--- config.mk ---
export PLATFORM = sky130hd
export DESIGN_NAME = tone_sequencer
export DESIGN_NICKNAME = d
export VERILOG_FILES = /design/src/rtl/tone_sequencer.sv
export SDC_FILE = /design/constraint.sdc
export NUM_CORES = 1
export LEC_CHECK = 0
export CORE_MARGIN = 2
export CORE_UTILIZATION = 31
export CTS_CLUSTER_DIAMETER = 30
export DETAILED_ROUTE_END_ITERATION = 8
export MAX_ROUTING_LAYER = met4
export SYNTH_ARGS = -nofsm -noshare
export SYNTH_HDL_FRONTEND = slang
export SYNTH_SLANG_ARGS = --single-unit
--- constraint.sdc ---
create_clock -name clk -period 3.41 [get_ports clk]
set_clock_uncertainty 0.1 [all_clocks]
set_input_delay 0.682 -clock clk [delete_from_list [all_inputs] [get_ports clk]]
set_output_delay 0.682 -clock clk [all_outputs]
set_load 0.05 [all_outputs]
--- src/rtl/tone_sequencer.sv ---
// Three-note tune player: drives half-period and enable of the square-wave tone
// generator, with a silent gap between notes, and reports BUSY/DONE upstream.
module tone_sequencer #(
  parameter int NOTE_CYCLES = 6250000,
  parameter int GAP_CYCLES  = 1250000
) (
  input  logic        clk,
  input  logic        reset,
  input  logic        start,
  input  logic        abort,
  input  logic [1:0]  tune_sel,
  output logic [15:0] half_period,
  output logic        tone_en,
  output logic [1:0]  note_idx,
  output logic        busy,
  output logic        done
);

  localparam int MAX_CYCLES = (NOTE_CYCLES > GAP_CYCLES) ? NOTE_CYCLES : GAP_CYCLES;
  localparam int CNT_W      = ($clog2(MAX_CYCLES + 1) > 23) ? $clog2(MAX_CYCLES + 1) : 23;

  typedef enum logic [1:0] {
    IDLE,
    NOTE,
    GAP
  } state_t;

  state_t             state_q, state_d;
  logic [CNT_W-1:0]   cnt_q, cnt_d;
  logic [1:0]         tune_q, tune_d;
  logic [15:0]        half_q, half_d;
  logic               tone_en_q, tone_en_d;
  logic [1:0]         note_idx_q, note_idx_d;
  logic               busy_q, busy_d;
  logic               done_q, done_d;

  // Built-in tune ROM; the unused fourth note slot reads as silence.
  function automatic logic [15:0] rom(input logic [1:0] tune, input logic [1:0] idx);
    logic [15:0] hp;
    case ({tune, idx})
      4'b00_00: hp = 16'd12500;
      4'b00_01: hp = 16'd8333;
      4'b00_10: hp = 16'd6250;
      4'b01_00: hp = 16'd6250;
      4'b01_01: hp = 16'd8333;
      4'b01_10: hp = 16'd12500;
      4'b10_00: hp = 16'd12500;
      4'b10_01: hp = 16'd12500;
      4'b10_10: hp = 16'd6250;
      4'b11_00: hp = 16'd8333;
      4'b11_01: hp = 16'd6250;
      4'b11_10: hp = 16'd8333;
      default:  hp = 16'd0;
    endcase
    return hp;
  endfunction

  always_ff @(posedge clk) begin
    if (reset) begin
      state_q    <= IDLE;
      cnt_q      <= '0;
      tune_q     <= '0;
      half_q     <= '0;
      tone_en_q  <= 1'b0;
      note_idx_q <= '0;
      busy_q     <= 1'b0;
      done_q     <= 1'b0;
    end else begin
      state_q    <= state_d;
      cnt_q      <= cnt_d;
      tune_q     <= tune_d;
      half_q     <= half_d;
      tone_en_q  <= tone_en_d;
      note_idx_q <= note_idx_d;
      busy_q     <= busy_d;
      done_q     <= done_d;
    end
  end

  always_comb begin
    state_d    = state_q;
    cnt_d      = cnt_q;
    tune_d     = tune_q;
    half_d     = half_q;
    tone_en_d  = tone_en_q;
    note_idx_d = note_idx_q;
    busy_d     = busy_q;
    done_d     = 1'b0;

    // Abort keeps the latched tune; only reset clears it.
    if (abort) begin
      state_d    = IDLE;
      cnt_d      = '0;
      half_d     = '0;
      tone_en_d  = 1'b0;
      note_idx_d = '0;
      busy_d     = 1'b0;
    end else begin
      case (state_q)
        IDLE: begin
          if (start) begin
            state_d    = NOTE;
            tune_d     = tune_sel;
            note_idx_d = '0;
            cnt_d      = CNT_W'(NOTE_CYCLES - 1);
            tone_en_d  = 1'b1;
            busy_d     = 1'b1;
            half_d     = rom(tune_sel, 2'd0);
          end
        end
        NOTE: begin
          if (cnt_q != '0) begin
            cnt_d = cnt_q - CNT_W'(1);
          end else if (note_idx_q != 2'd2) begin
            state_d   = GAP;
            tone_en_d = 1'b0;
            cnt_d     = CNT_W'(GAP_CYCLES - 1);
          end else begin
            state_d    = IDLE;
            tone_en_d  = 1'b0;
            busy_d     = 1'b0;
            half_d     = '0;
            note_idx_d = '0;
            done_d     = 1'b1;
          end
        end
        GAP: begin
          if (cnt_q != '0) begin
            cnt_d = cnt_q - CNT_W'(1);
          end else begin
            state_d    = NOTE;
            note_idx_d = note_idx_q + 2'd1;
            half_d     = rom(tune_q, note_idx_q + 2'd1);
            tone_en_d  = 1'b1;
            cnt_d      = CNT_W'(NOTE_CYCLES - 1);
          end
        end
        default: state_d = IDLE;
      endcase
    end
  end

  assign half_period = half_q;
  assign tone_en     = tone_en_q;
  assign note_idx    = note_idx_q;
  assign busy        = busy_q;
  assign done        = done_q;

endmodule

==> impl_results.md, run 1 <==
- CP Class: reg2reg
- RSZ-0062 raised after global routing: false
- Synthesis Warnings: 0
- Via-to-Cell Ratio: 5.78
- PD cells: 409 nW/um^2
- Worst-skew pair later-pin latency: 0.30 ns
- Worst-case clock buffer depth: 2
- Share of cells above drive strength 1: 8.06%
- Cell count after synthesis: 332
- Clock buffer count from CTS: 5
- Synth top area share: 29.4%
- DRC: 0
- Status: complete, no violations
- Number of antenna-violating nets in the routed design: 0
- Internal power: 0.744 mW
- Avg WL per Cell: 15.9 um
- Final worst path period need: 3.09 ns
- Fill cell count: 841
- Clk root buf: clkbuf_8
- Post-synth top cells: dfxtp_1, a21oi_1, nor2_1
- P_leak: 1.02 nW
- Worst Hold Depth: 2
- DRT Pass-1 Iters: 4
- Met1 Usage GRT: 21.7%
- Post-route cell area: 2880 um^2
- EDFF count, synth: 0
- TritonCTS clock tree: yes
- Rows: 33
- Die area: 9100 um^2
- Met3 Use GR: 2.45%
- H-tree depth: 2
- Post-synthesis cell type count: 59
- Total wire length: 7010 um
- #FFs+latches synth: 38
- Vias in the first global route: 2341
- GRT Resource Usage Total: 16.5%
- Post-CTS setup buffer count: 0
- Fin util: 35.2%
- Arrival time at the worst endpoint: 3.22 ns
- GR Util met2: 25.2%
- Reg clk slew, reported paths: 0.08 ns
- Flop-to-flop setup slack: 0.32 ns
- Required time of the worst setup path: 3.54 ns
- Average cell area after synthesis: 7.80 um^2
- Starting Density: 31.7%
- Slew Limit Fails: 0
- Worst-case reg-to-reg path depth: 7
- Hold EP: half_period[0]$_SDFFE_PP0P_
- # hold bufs at CTS: 0
- Min-delay worst type: reg2reg
- Antenna diodes: 0
- IR drop worst, VDD: 138 uV
- HP Start: half_period[0]$_SDFFE_PP0P_
- Initial antenna violation count: 0
- Placed Cells: 432
- Vias: 2544
- Final Hold Violating Endpoints: 0
- Setup crit end kind: flop
- Combinational Power Share: 29.6%
- Startpoint Class: flop
- Layout area overhead: 11.1%
- Post-synth top area cell: dfxtp_1
- Core ar.: 8180 um^2
- RR Startpoint: cnt_q[0]$_SDFFE_PP0P_
- Slew @ Worst Pin: 0.708 ns
- Layer carrying the most global-route usage: met2
- Nets: 349
- Final Setup Violations: 0
- I/O pin count: 27
- DP Wirelength: 4980 um
- Area of the mapped netlist: 2590 um^2
- Area post-placement: 2780 um^2
- Most instantiated library cell after synthesis: dfxtp_1
- CP Max Fanout: 19
- Fraction of registers with async set/reset: 0%
- Grt total ovfl: 0
- Largest cells by area after synthesis: dfxtp_1, a21oi_1, o21ai_0
- IO Port Bufs: 21
- Post-route total power: 1.18 mW
- Pin count of the biggest net entering global routing: 22
- First-pass GRT wire length: 11500 um
- Net Switching: 0.433 mW
- Seq/Total Area, Yosys: 29.4%
- Most used DFF post-synth: dfxtp_1
- Die X-Extent: 95.4 um
- Fin crit share: 90.7%
- Setup tns final: 0 ns
- FF-to-FF End: cnt_q[15]$_SDFFE_PP0P_
- CTS Sinks: 38
- Max Fclk: 323 MHz
- Switching Fraction: 36.8%
- Die extent in y: 95.4 um
- Max-cap violations: 0
- Slew HR: 52.8%
- Power share of the clock group: 28.5%
- Resize count post-CTS: 0
- Initial DRC Count: 205
- Seq pwr share: 42.0%
- Final std cells w/o fill: 440
- RePlAce Congestion: 0.900
[metal layers]
layer,vias to the layer above,share of wire [%]
li1,1247,-
met1,1214,47
met4,0,1.5
met2,75,47
met3,8,4.4
met5,-,0
[metrics by stage]
step / setup slack [ns] / hold slack, ns
6_report: 0.318 / 0.356
5_1_grt: 0.0587 / 0.384
2_1_floorplan: 0.851 / 0.344
4_1_cts: 0.309 / 0.363
3_3_place_gp: 0.490 / 0.353
3_5_place_dp: 0.335 / 0.350
[cells by family (layout without fill, tap and decap cells)]
logic type / count (synthesis) / count (layout) / synth area share (%)
AOI/OAI and AO/OA: 106 / 106 / 27.9
xor gates and xnor gates: 1 / 1 / 0.338
adders and majority gates: 9 / 9 / 4.35
buffers and inverters: 48 / 47 / 9.66
DFF: 38 / 38 / 29.4
muxes: 4 / 4 / 1.55
other: 1 / 5 / 0.145
and+or+nand+nor: 125 / 125 / 26.7
[sequential cells by signal (all words and copies together) (netlist names)]
register     cells
cnt_q           23
half_period      6
note_idx         2
state_q          2
tune_q           2
busy             1
done             1
tone_en          1
[how the worst max path moves through the flow]
stage | start | endpoint | slack, ns | depth (start not counted)
floorplan | note_idx[1]$_SDFFE_PP0P_ | cnt_q[7]$_SDFFE_PP0P_ | 0.85 | 7
global placement | cnt_q[0]$_SDFFE_PP0P_ | cnt_q[5]$_SDFFE_PP0P_ | 0.49 | 7
detailed placement | cnt_q[0]$_SDFFE_PP0P_ | cnt_q[13]$_SDFFE_PP0P_ | 0.34 | 7
CTS | cnt_q[0]$_SDFFE_PP0P_ | cnt_q[15]$_SDFFE_PP0P_ | 0.31 | 7
global route | cnt_q[0]$_SDFFE_PP0P_ | cnt_q[15]$_SDFFE_PP0P_ | 0.06 | 7
finish | cnt_q[0]$_SDFFE_PP0P_ | cnt_q[15]$_SDFFE_PP0P_ | 0.32 | 7
[placed cells by master, fill, tap and decap left out, types with 6 or more instances in the layout]
cell type	netlist	layout
a211oi_1	6	6
a21oi_1	28	28
clkbuf_8	0	6
clkdlybuf4s50_1	0	21
dfxtp_1	38	38
ha_1	9	9
inv_1	13	13
nand2_1	16	16
nand3_1	14	14
nor2_1	24	24
nor3_1	13	13
nor4_1	12	12
o21ai_0	23	23
o31ai_1	8	8
or3_1	10	10
or4_1	8	8
[power groups by stage]
stage | clock network, mW | logic (mW) | registers, mW
floorplan | 0 | 0.269 | 0.513
global placement | 0 | 0.341 | 0.502
detailed placement | 0 | 0.345 | 0.503
CTS | 0.347 | 0.346 | 0.493
global route | 0.362 | 0.378 | 0.498
finish | 0.335 | 0.348 | 0.494
[area by class of cell]
| type | count | area (um^2) | share of cell area (%) |
|---|---|---|---|
| multi-input combinational | 250 | 1590 | 55.4 |
| sequential | 38 | 761 | 26.4 |
| clock inverter | 2 | 12.5 | 0.435 |
| inverter | 13 | 48.8 | 1.70 |
| clock buffer | 6 | 82.6 | 2.87 |
| tap | 105 | 131 | 4.57 |
| timing repair buffer | 26 | 248 | 8.61 |
[worst max-delay path: stages (launching register included)]
cell     delay [ns]
dfxtp_1        0.34
inv_1          0.08
ha_1           0.18
or3b_1         0.47
or4_4          0.66
o21ai_2        0.62
o21ai_0        0.37
a21oi_1        0.20
Note: power is estimated with default switching activity, not from simulation.
==> inputs of run 2 (changes only) <==
==> constraint.sdc (replaced) <==
create_clock -name clk -period 3.41 [get_ports clk]
set_clock_uncertainty 0.1 [all_clocks]
set_input_delay 0.682 -clock clk [delete_from_list [all_inputs] [get_ports clk]]
set_output_delay 0.682 -clock clk [all_outputs]
set_load 0.1 [all_outputs]
==> run 2 against run 1 <==
  * Sequential share of layout area is 0.069 points lower
  * Routed wire length is 0.61% lower
  * Sequential power is essentially flat
  * Critical endpoint unchanged
  * Largest cell class unchanged
  * Largest power group unchanged
==> impl_results.md, run 2 (synthesis results as in run 1) <==
- Slew @ Worst Pin: 0.687 ns (was 0.708 ns)
- Top reg by flops: cnt_q (unchanged)
- Nets: 349 (unchanged)
- Initial antenna violation count: 0 (unchanged)
- Seq pwr share: 36.1% (was 42.0%)
- Post-route cell area: 2890 um^2 (was 2880 um^2)
- Antenna diodes: 0 (unchanged)
- Fill cell count: 864 (was 841)
- Die area: 9100 um^2 (unchanged)
- RR Startpoint: cnt_q[0]$_SDFFE_PP0P_ (unchanged)
- Final std cells w/o fill: 440 (unchanged)
- Switching Fraction: 35.0% (was 36.8%)
- Share of cells above drive strength 1: 12.8% (was 8.06%)
- Vias in the first global route: 2298 (was 2341)
- Required time of the worst setup path: 3.52 ns (was 3.54 ns)
- Placed Cells: 432 (unchanged)
- Flop-to-flop setup slack: 0.38 ns (was 0.32 ns)
- Fin util: 35.3% (was 35.2%)
- Most common cell after layout, fill and taps aside: dfxtp_1 (unchanged)
- Combinational Power Share: 28.4% (was 29.6%)
- Core ar.: 8180 um^2 (unchanged)
- IR drop worst, VDD: 158 uV (was 138 uV)
- Via-to-Cell Ratio: 5.83 (was 5.78)
- Worst-case reg-to-reg path depth: 7 (unchanged)
- CP Max Fanout: 19 (unchanged)
- Setup crit end kind: flop (unchanged)
- Clk root buf: clkbuf_8 (unchanged)
- I/O pin count: 27 (unchanged)
- Starting Density: 31.7% (unchanged)
- Fin crit share: 89.0% (was 90.7%)
- CP Class: reg2reg (unchanged)
- Number of antenna-violating nets in the routed design: 0 (unchanged)
- CTS Sinks: 38 (unchanged)
- Hold EP: half_period[0]$_SDFFE_PP0P_ (unchanged)
- HP Start: half_period[0]$_SDFFE_PP0P_ (unchanged)
- Die extent in y: 95.4 um (unchanged)
- Reg clk slew, reported paths: 0.09 ns (was 0.08 ns)
- Die X-Extent: 95.4 um (unchanged)
- Post-CTS setup buffer count: 0 (unchanged)
- Max-cap violations: 0 (unchanged)
- Total wire length: 6970 um (was 7010 um)
- PD cells: 475 nW/um^2 (was 409 nW/um^2)
- Vias: 2567 (was 2544)
- Internal power: 0.890 mW (was 0.744 mW)
- Initial DRC Count: 217 (was 205)
- H-tree depth: 2 (unchanged)
- Grt total ovfl: 0 (unchanged)
- # hold bufs at CTS: 0 (unchanged)
- WHS: 0.359 ns (was 0.356 ns)
- Setup tns final: 0 ns (unchanged)
- Layout area overhead: 11.4% (was 11.1%)
- Area post-placement: 2740 um^2 (was 2780 um^2)
- Final worst path period need: 3.03 ns (was 3.09 ns)
- Status: complete, no violations (unchanged)
- RSZ-0062 raised after global routing: false (unchanged)
- Commonest non-fill, non-tap cells in the layout: dfxtp_1, a21oi_1, nor2_1 (unchanged)
- Avg WL per Cell: 15.8 um (was 15.9 um)
- Arrival time at the worst endpoint: 3.15 ns (was 3.22 ns)
- FF-to-FF End: cnt_q[15]$_SDFFE_PP0P_ (unchanged)
- Net Switching: 0.480 mW (was 0.433 mW)
- DRT Pass-1 Iters: 4 (unchanged)
- Final Setup Violations: 0 (unchanged)
- TritonCTS clock tree: yes (unchanged)
- Resize count post-CTS: 0 (unchanged)
- DP Wirelength: 4940 um (was 4980 um)
- DRC: 0 (unchanged)
- Startpoint Class: flop (unchanged)
- Worst-case clock buffer depth: 2 (unchanged)
- Final Hold Violating Endpoints: 0 (unchanged)
- Max Fclk: 330 MHz (was 323 MHz)
- Max FFs per register: 23 (unchanged)
- Slew Limit Fails: 0 (unchanged)
- Min-delay worst type: reg2reg (unchanged)
- Rows: 33 (unchanged)
- Pin count of the biggest net entering global routing: 22 (unchanged)
- First-pass GRT wire length: 11500 um (about the same)
- Worst-skew pair later-pin latency: 0.30 ns (about the same)
- Worst Hold Depth: 2 (unchanged)
- P_leak: 1.08 nW (was 1.02 nW)
- GRT Resource Usage Total: 16.4% (was 16.5%)
- Power share of the clock group: 35.6% (was 28.5%)
- Slew HR: 54.2% (was 52.8%)
- IO Port Bufs: 21 (unchanged)
- RePlAce Congestion: 0.946 (was 0.900)
- Clock buffer count from CTS: 5 (unchanged)
-- run 2: worst max-delay path, cell delays in order (launching register included) --
cell and delay [ns]:
dfxtp_1 0.34, inv_1 0.08, ha_1 0.17, or3b_1 0.44, or4_4 0.65, o21ai_2 0.61
o21ai_0 0.37, a21oi_1 0.20
-- run 2: worst max path at each step --
stage                     depth (start not counted)                     start                     end  slack (ns)
after floorplan                                   7  note_idx[1]$_SDFFE_PP0P_   cnt_q[7]$_SDFFE_PP0P_        0.49
final                                             7     cnt_q[0]$_SDFFE_PP0P_  cnt_q[15]$_SDFFE_PP0P_        0.38
after CTS                                         7     cnt_q[0]$_SDFFE_PP0P_  cnt_q[15]$_SDFFE_PP0P_        0.37
after detailed placement                          7     cnt_q[0]$_SDFFE_PP0P_  cnt_q[13]$_SDFFE_PP0P_        0.40
after global routing                              7     cnt_q[0]$_SDFFE_PP0P_   cnt_q[4]$_SDFFE_PP0P_        0.14
after global placement                            7     cnt_q[0]$_SDFFE_PP0P_   cnt_q[5]$_SDFFE_PP0P_        0.48
-- run 2: metal layers --
| metal | GRT usage (%) | routed length [um] | up-vias |
|---|---|---|---|
| met1 | 21.5 | 3150 | 1220 |
| met3 | 3.32 | 500 | 6 |
| li1 | - | - | 1245 |
| met4 | 5.00 | 84 | 0 |
| met5 | - | 0 | - |
| met2 | 25.4 | 3230 | 96 |
-- run 2: power by group through the flow --
stage          registers, mW  logic, mW  clock network [mW]
2_1_floorplan          0.534      0.295                   0
3_3_place_gp           0.503      0.385                   0
5_1_grt                0.498      0.417               0.518
3_5_place_dp           0.503      0.384                   0
4_1_cts                0.493      0.385               0.496
6_report               0.494      0.389               0.487
-- run 2: final cells by class --
class	count	area (um^2)	area share, %
repair buffers	26	208	7.20
flip-flops and latches	38	761	26.4
clock inverters	2	60.1	2.08
well taps	105	131	4.55
inverters	13	48.8	1.69
multi-input cells	250	1590	55.2
clock buffers	6	82.6	2.86
-- run 2: stage by stage --
stage / setup WS, ns / power (mW)
2_1_floorplan: 0.486 / 0.829
4_1_cts: 0.374 / 1.37
5_1_grt: 0.140 / 1.43
3_5_place_dp: 0.396 / 0.887
3_3_place_gp: 0.483 / 0.888
6_report: 0.377 / 1.37
